`config.mk`:
```
export PLATFORM = sky130hd
export DESIGN_NAME = uart_rx_fifo
export DESIGN_NICKNAME = d
export VERILOG_FILES = /design/src/rtl/uart_rx_fifo.sv
export SDC_FILE = /design/constraint.sdc
export NUM_CORES = 1
export LEC_CHECK = 0
export CORE_MARGIN = 2
export CORE_UTILIZATION = 55
export DETAILED_ROUTE_END_ITERATION = 8
export MAX_ROUTING_LAYER = met4
export PLACE_DENSITY_LB_ADDON = 0.1
export SYNTH_ARGS = -nofsm -noshare
export SYNTH_HDL_FRONTEND = slang
export SYNTH_SLANG_ARGS = --single-unit
```
`constraint.sdc`:
```
create_clock -name clk -period 4.5 [get_ports clk]
set_input_delay 0.9 -clock clk [delete_from_list [all_inputs] [get_ports clk]]
set_output_delay 0.9 -clock clk [all_outputs]
set_load 0.01 [all_outputs]
```
`src/rtl/uart_rx_fifo.sv`:
```
// rtl/uart_rx_fifo.sv - UART receiver with majority-vote sampling and FWFT byte FIFO
module uart_rx_fifo #(
    parameter int CLOCK_SPEED = 50000000,
    parameter int BAUD_RATE   = 460800,
    parameter int DATA_LENGTH = 8,
    parameter int STOP_BITS   = 1,
    parameter int FIFO_DEPTH  = 16
) (
    input  logic                          clk,
    input  logic                          reset,
    input  logic                          rx_pin,
    input  logic                          rd_en,
    output logic [7:0]                    rd_data,
    output logic                          rd_valid,
    output logic [$clog2(FIFO_DEPTH):0]   fifo_count,
    output logic                          rx_busy,
    output logic                          frame_err,
    output logic                          overflow
);

    localparam int BIT_PERIOD  = CLOCK_SPEED / BAUD_RATE;
    localparam int HALF_PERIOD = BIT_PERIOD / 2;
    localparam int CNT_W       = $clog2(BIT_PERIOD);
    localparam int PTR_W       = $clog2(FIFO_DEPTH);
    localparam int CW          = PTR_W + 1;

    typedef enum logic [2:0] {WAIT_HIGH, IDLE, START, DATA, STOP} state_t;

    state_t             state_q, state_d;
    logic [1:0]         sync_q;
    logic [2:0]         hist_q;
    logic [1:0]         prime_q;
    logic [CNT_W-1:0]   cnt_q, cnt_d;
    logic [2:0]         bit_idx_q, bit_idx_d;
    logic               stop_idx_q, stop_idx_d;
    logic [7:0]         shift_q, shift_d;
    logic               push_q, push_d;
    logic               frame_err_q, frame_err_d;
    logic               overflow_q;
    logic [PTR_W-1:0]   wr_ptr_q, rd_ptr_q;
    logic [CW-1:0]      count_q;
    logic [7:0]         mem_q [FIFO_DEPTH];

    logic line_s, maj, primed, pop, full, wr_en;

    assign line_s = sync_q[1];
    assign maj    = (hist_q[0] & hist_q[1]) | (hist_q[0] & hist_q[2]) | (hist_q[1] & hist_q[2]);
    // Reset values of the synchroniser say nothing about the real line; wait until
    // it has been refilled from the pin before trusting an idle-high level.
    assign primed = prime_q[1];

    always_comb begin
        state_d     = state_q;
        cnt_d       = cnt_q;
        bit_idx_d   = bit_idx_q;
        stop_idx_d  = stop_idx_q;
        shift_d     = shift_q;
        push_d      = 1'b0;
        frame_err_d = 1'b0;
        case (state_q)
            WAIT_HIGH: if (primed && line_s) state_d = IDLE;
            IDLE: begin
                if (!line_s) begin
                    state_d   = START;
                    cnt_d     = '0;
                    bit_idx_d = '0;
                    shift_d   = '0;
                end
            end
            START: begin
                if (cnt_q == CNT_W'(HALF_PERIOD - 1)) begin
                    cnt_d   = '0;
                    state_d = maj ? IDLE : DATA;
                end else begin
                    cnt_d = cnt_q + 1'b1;
                end
            end
            DATA: begin
                if (cnt_q == CNT_W'(BIT_PERIOD - 1)) begin
                    cnt_d                  = '0;
                    shift_d                = {1'b0, shift_q[7:1]};
                    shift_d[DATA_LENGTH-1] = maj;
                    bit_idx_d              = bit_idx_q + 3'd1;
                    if (bit_idx_q == 3'(DATA_LENGTH - 1)) begin
                        state_d    = STOP;
                        stop_idx_d = 1'b0;
                    end
                end else begin
                    cnt_d = cnt_q + 1'b1;
                end
            end
            STOP: begin
                if (cnt_q == CNT_W'(BIT_PERIOD - 1)) begin
                    cnt_d = '0;
                    if (!maj) begin
                        frame_err_d = 1'b1;
                        state_d     = WAIT_HIGH;
                    end else if (stop_idx_q == 1'(STOP_BITS - 1)) begin
                        push_d  = 1'b1;
                        state_d = IDLE;
                    end else begin
                        stop_idx_d = 1'b1;
                    end
                end else begin
                    cnt_d = cnt_q + 1'b1;
                end
            end
            default: state_d = WAIT_HIGH;
        endcase
    end

    always_ff @(posedge clk) begin
        if (reset) begin
            state_q     <= WAIT_HIGH;
            sync_q      <= 2'b11;
            hist_q      <= 3'b111;
            prime_q     <= 2'b00;
            cnt_q       <= '0;
            bit_idx_q   <= '0;
            stop_idx_q  <= 1'b0;
            shift_q     <= '0;
            push_q      <= 1'b0;
            frame_err_q <= 1'b0;
        end else begin
            state_q     <= state_d;
            sync_q      <= {sync_q[0], rx_pin};
            hist_q      <= {hist_q[1:0], line_s};
            prime_q     <= primed ? prime_q : prime_q + 2'd1;
            cnt_q       <= cnt_d;
            bit_idx_q   <= bit_idx_d;
            stop_idx_q  <= stop_idx_d;
            shift_q     <= shift_d;
            push_q      <= push_d;
            frame_err_q <= frame_err_d;
        end
    end

    // A pop frees the head slot in the same edge, so a full FIFO still accepts a push.
    assign pop   = rd_en && (count_q != '0);
    assign full  = (count_q == CW'(FIFO_DEPTH));
    assign wr_en = push_q && (!full || pop);

    always_ff @(posedge clk) begin
        if (wr_en) mem_q[wr_ptr_q] <= shift_q;
    end

    always_ff @(posedge clk) begin
        if (reset) begin
            wr_ptr_q   <= '0;
            rd_ptr_q   <= '0;
            count_q    <= '0;
            overflow_q <= 1'b0;
        end else begin
            overflow_q <= push_q && full && !pop;
            if (wr_en) wr_ptr_q <= wr_ptr_q + 1'b1;
            if (pop)   rd_ptr_q <= rd_ptr_q + 1'b1;
            case ({wr_en, pop})
                2'b10:   count_q <= count_q + 1'b1;
                2'b01:   count_q <= count_q - 1'b1;
                default: count_q <= count_q;
            endcase
        end
    end

    assign rd_valid   = (count_q != '0);
    assign rd_data    = rd_valid ? mem_q[rd_ptr_q] : 8'h00;
    assign fifo_count = count_q;
    assign rx_busy    = (state_q != IDLE);
    assign frame_err  = frame_err_q;
    assign overflow   = overflow_q;

endmodule

```
==> impl_metrics.ini, run 1 <==
[status]
status = completed

[grt]
grt_pass1_vias = 3871
antenna_found_initial = 0
grt_overflow = 0
grt_use_total_pct = 20.9
grt_max_degree = 33
grt_pass1_wl_mm = 20.9

[synthesis]
syn-num-nets = 476
muxShareOfSynthArea_pct = 12.9
synthAdderAreaFrac_pct = 2.07
async_flop_share_pct = 0
synth_edf_count = 128
yosysMostFrequentCell = edfxtp_1
yosys.area.top_type = edfxtp_1
netlist_top_cells_area = edfxtp_1 54%, dfxtp_1 13%, mux4_2 10%
synth_seq_area_share_pct = 67.4
synthTopCellsByCount = 128 x edfxtp_1, 48 x dfxtp_1, 42 x nor2_1
yosys_warnings = 0
synth_ff_type = edfxtp_1
netlist.area_leader.share_pct = 53.9
syn-cell-area_mm2 = 0.00713
synthDistinctLibCells = 51
synth_compound_area_share_pct = 4.58
synth_top_family_by_area = multiplexers
synth-xor-area-share_pct = 2.09
yosys.area_share.simple_pct = 8.99
synth-seq-cells = 176
postSynthCellCount = 461
postSynthAreaPerCell_um2 = 15.5

[worst_hold_path]
hp-class = reg2reg

[sta]
slew-limit-headroom_pct = 35.1
worstMarginPinSlew_ns = 0.970
final_hold_viol_count = 0
max_freq_mhz = 267
rsz0062_at_grt = no
finalSetupViolCount = 0
period_needed_ns = 3.75
maxSlewViolCount = 0
layout_worst_path_cycle_share_pct = 83.3
setup_tns_ns = 0
clock_skew_ns = 0.00521

[critical_path]
r2r_slack_ns = 2.11
cp.required_ns = 3.60
crit_type = reg2out
start_kind = flop
worstPathMaxFanout = 15
crit_path_end_kind = output pin
worstPathArrival_ns = 2.85

[finish]
area_delta_synth_final_pct = 13.7
fill_cells = 953
final_layout_size_suffix_gt1_share_pct = 17.6
final_nets = 501
multiInputGateArea_mm2 = 0.00218
insertedDiodeCount = 0
final_cells = 671
regArea_mm2 = 0.00481
final_core_util_pct = 64.2

[routing]
remaining_drc_errors = 0
first_pass_iters = 4
drtAntennaViolNets = 0
vias = 3823
post_drt_via_cell_ratio = 5.70
drt-total-wl_mm = 13.0
wl_per_cell_um = 19.3
drtIter0Drc = 365

[clocking]
cts_max_level = 4
clk_pin_slew_ns = 0.06
cts_tree = done
cts_setup_buffers = 0
cts_resized = 0
cts-hold-fix-buffers = 0
clock-sinks = 176
clk_latency_ns = 0.42
cts_buffers = 17
cts_root_buf = clkbuf_16
cts_buffer_depth = 2

[placement]
gp_congestion = 0.799
dp_hpwl_mm = 8.40
port_buffers = 20
dp.cells = 639

[run]
drv_cap = 0

[floorplan]
rows = 41
floorplan.initialDensity_pct = 56.5
die_x_um = 118
core_mm2 = 0.0126
dieHeight_um = 118
pin_count = 21
die-area_mm2 = 0.0139

[pwr]
powerDensity_mw_per_mm2 = 502
p_leak_uw = 0.00266
ir_drop_mv = 0.301
==> placed cells by master (no fill, tap or decap), types with 3 or more instances in the layout <==
master / synthesis / layout
ha_1: 11 / 11
xor2_1: 9 / 9
nor2b_1: 5 / 5
o22ai_1: 8 / 8
edfxtp_1: 128 / 128
nand2b_1: 8 / 8
mux2i_1: 20 / 20
clkdlybuf4s50_1: 0 / 20
o21ai_0: 5 / 5
nand3_1: 14 / 14
mux4_2: 32 / 32
dfxtp_1: 48 / 47
buf_4: 2 / 9
or2_2: 6 / 6
a21oi_1: 20 / 20
nor3_1: 4 / 4
nor2_1: 42 / 42
inv_1: 6 / 6
xnor2_1: 8 / 8
nand2_1: 27 / 27
inv_6: 0 / 5
bufinv_16: 0 / 3
clkbuf_16: 0 / 17
==> final cells by class <==
| cell class | count | share of cell area, % |
|---|---|---|
| Sequential cell | 176 | 59.3 |
| Multi-Input combinational cell | 256 | 27.0 |
| Clock buffer | 18 | 5.30 |
| Timing Repair Buffer | 29 | 3.30 |
| Tap cell | 172 | 2.66 |
| Clock inverter | 14 | 2.21 |
| Inverter | 6 | 0.278 |
==> flip-flops by register name (all words and copies together), names as in the netlist, 3 cells and up, named ones only <==
register,flops
rd_ptr_q,4
bit_idx_q,3
shift_q,8
state_q,3
mem_q,128
fifo_count,5
wr_ptr_q,4
hist_q,3
cnt_q,7
==> worst paths after layout <==
check,startpoint,endpoint,cells past startpoint
max,flop,rd_data[3],5
min,sync_q[0]$_SDFF_PP1_,sync_q[1]$_SDFF_PP1_,1
max reg2reg,fifo_count[1]$_SDFFE_PP0P_,fifo_count[4]$_SDFFE_PP0P_,8
min reg2reg,sync_q[0]$_SDFF_PP1_,sync_q[1]$_SDFF_PP1_,1
==> stage by stage <==
| stage | hold slack [ns] | instance area (um^2) | total power (uW) | setup WS (ns) |
|---|---|---|---|---|
| 3_3_place_gp | 0.402 | 7500 | 2600 | 1.16 |
| 5_1_grt | 0.431 | 8100 | 4230 | 0.608 |
| 3_5_place_dp | 0.410 | 7500 | 2610 | 1.15 |
| 4_1_cts | 0.424 | 8100 | 4110 | 0.672 |
| 2_1_floorplan | 0.389 | 7130 | 2370 | 1.92 |
| 6_report | 0.416 | 8100 | 4070 | 0.752 |
==> critical path: stages (launching register included) <==
cell	delay, ns
dfxtp_2	0.67
buf_4	0.34
mux4_2	0.53
mux2i_1	0.26
o22ai_1	0.12
clkdlybuf4s50_1	0.49
==> layer usage <==
layer | part of all wire, % | wire (um) | GRT usage, % | vias to the layer above
met5 | 0 | 0 | - | -
met4 | 1.7 | 215 | 7.68 | 0
met3 | 3.4 | 445 | 4.02 | 16
met2 | 49 | 6370 | 31.7 | 69
met1 | 46 | 5920 | 28.5 | 1934
li1 | - | - | - | 1804
==> report_power, final <==
group	switching [uW]	internal [uW]
Combinational	351	385
Sequential	76.4	1760
Clock	613	884
==> logic make-up (layout without fill, tap and decap cells) <==
| group | Yosys count | count (layout) |
|---|---|---|
| AO/OA/AOI/OAI | 50 | 50 |
| XOR/XNOR | 17 | 17 |
| adder cells (fa/ha/maj) | 12 | 12 |
| buffers and inverters | 29 | 67 |
| flip-flops | 176 | 176 |
| multiplexers | 52 | 52 |
| AND/OR/NAND/NOR | 125 | 125 |
Power figures use the tool's default switching activity.
==> inputs of run 2 (changes only) <==
==> constraint.sdc (replaced) <==
create_clock -name clk -period 3.9 [get_ports clk]
set_input_delay 0.78 -clock clk [delete_from_list [all_inputs] [get_ports clk]]
set_output_delay 0.78 -clock clk [all_outputs]
set_load 0.01 [all_outputs]
==> impl_metrics.ini, run 2 (synthesis gave the netlist of run 1 again) <==
[critical_path]
crit_path_end_kind = output pin
worstPathArrival_ns = 2.68
reg2reg_from = fifo_count[1]$_SDFFE_PP0P_
crit_path_max_incr_delay_ns = 0.50
start_kind = flop
crit_start = fifo_count[1]$_SDFFE_PP0P_
cp.required_ns = 3.12
worstPathMaxFanout = 8
crit_chain = nor4_4 -> nand2_1 -> nand2b_1 -> o22ai_1 -> clkdlybuf4s50_1
crit_path_top_delay_cell = nor4_4
crit_type = reg2out

[sta]
max_freq_mhz = 289
layout_worst_path_cycle_share_pct = 88.7
slew-limit-headroom_pct = 46.4
worstMarginPinSlew_ns = 0.801
period_needed_ns = 3.46
final_hold_viol_count = 0
clock_skew_ns = 0.00583
rsz0062_at_grt = no
setup_tns_ns = 0
finalSetupViolCount = 0
maxSlewViolCount = 0

[grt]
antenna_found_initial = 0
met3_usage_pct = 5.09
grt_most_used_layer = met2
grt_pass1_wl_mm = 20.4
use_met2_pct = 31.4
grt_use_total_pct = 20.5
grt_overflow = 0
grt_pass1_vias = 3855
grt_max_degree = 33
grt_use_met1_pct = 26.3

[finish]
area_delta_synth_final_pct = 14.2
regMostFlops = mem_q
layout_commonest_cell = edfxtp_1
final_layout_size_suffix_gt1_share_pct = 18.4
final_nets = 508
largest_reg_flops = 128
final_cells = 678
final_cell_mix = 128 x edfxtp_1, 47 x dfxtp_1, 42 x nor2_1
largestRegisters = mem_q x128, shift_q x8, cnt_q x7
fill_cells = 969
insertedDiodeCount = 0

[routing]
vias = 3862
drtAntennaViolNets = 0
remaining_drc_errors = 0
first_pass_iters = 5
drt-total-wl_mm = 13.0
post_drt_via_cell_ratio = 5.70
drtIter0Drc = 257
wl_per_cell_um = 19.2

[clocking]
cts-hold-fix-buffers = 0
cts_root_buf = clkbuf_16
cts_buffers = 17
cts_resized = 0
clock-sinks = 176
cts_max_level = 4
cts_setup_buffers = 0
clk_latency_ns = 0.42
clk_pin_slew_ns = 0.06
cts_buffer_depth = 2
cts_tree = done

[placement]
dp_hpwl_mm = 8.30
port_buffers = 20
dp.cells = 646
gp_congestion = 0.836

[floorplan]
die-area_mm2 = 0.0139
dieHeight_um = 118
die_x_um = 118
core_mm2 = 0.0126
pin_count = 21
rows = 41
floorplan.initialDensity_pct = 56.5

[pwr]
p_leak_uw = 0.00269
powerDensity_mw_per_mm2 = 563
ir_drop_mv = 0.285

[worst_hold_path]
min-delay-start = sync_q[0]$_SDFF_PP1_
hp-class = reg2reg

[status]
status = completed

[run]
drv_cap = 0
[run 2: routing by layer]
| layer | wire length (um) | vias up |
|---|---|---|
| li1 | - | 1824 |
| met1 | 5930 | 1916 |
| met2 | 6150 | 98 |
| met3 | 589 | 24 |
| met4 | 347 | 0 |
| met5 | 0 | - |
[run 2: worst max-delay path, delay by kind of cell, from the launching register on]
| family | cells | cell delay (ns) |
|---|---|---|
| and+or+nand+nor | 3 | 1.17 |
| buffers and inverters | 1 | 0.50 |
| DFF | 1 | 0.40 |
| AOI/OAI and AO/OA | 1 | 0.18 |
[run 2: worst paths after layout]
check | cells after the start | to | slack, ns
hold reg to reg | 1 | sync_q[1]$_SDFF_PP1_ | 0.42
setup / recovery | 5 | rd_data[0] | 0.44
hold / removal | 1 | sync_q[1]$_SDFF_PP1_ | 0.42
setup reg to reg | 8 | fifo_count[4]$_SDFFE_PP0P_ | 1.54
[run 2: final cells by class]
class / count / area [um^2] / area share (%)
Sequential cell: 176 / 4810 / 59.1
Clock inverter: 8 / 48.8 / 0.600
Inverter: 6 / 22.5 / 0.277
Multi-Input combinational cell: 256 / 2180 / 26.9
Clock buffer: 24 / 524 / 6.45
Timing Repair Buffer: 36 / 333 / 4.09
Tap cell: 172 / 215 / 2.65
[run 2: per-stage QoR]
stage	total power, uW	cell area, um^2	worst slack [ns]	hold slack [ns]	util (%)
global route	4760	8130	0.327	0.433	64.5
CTS	4620	8130	0.410	0.422	64.5
floorplan	2730	7130	1.44	0.389	-
detailed placement	3030	7560	0.678	0.408	59.9
finish	4580	8130	0.439	0.416	64.5
global placement	3010	7560	0.761	0.394	59.9
[run 2: report_power, final]
group          internal [uW]  switching (uW)  leakage [uW]
Combinational            454             420      0.000836
Clock                    938             656      0.000282
Sequential              2030            80.9       0.00158
Total                   3420            1160       0.00269
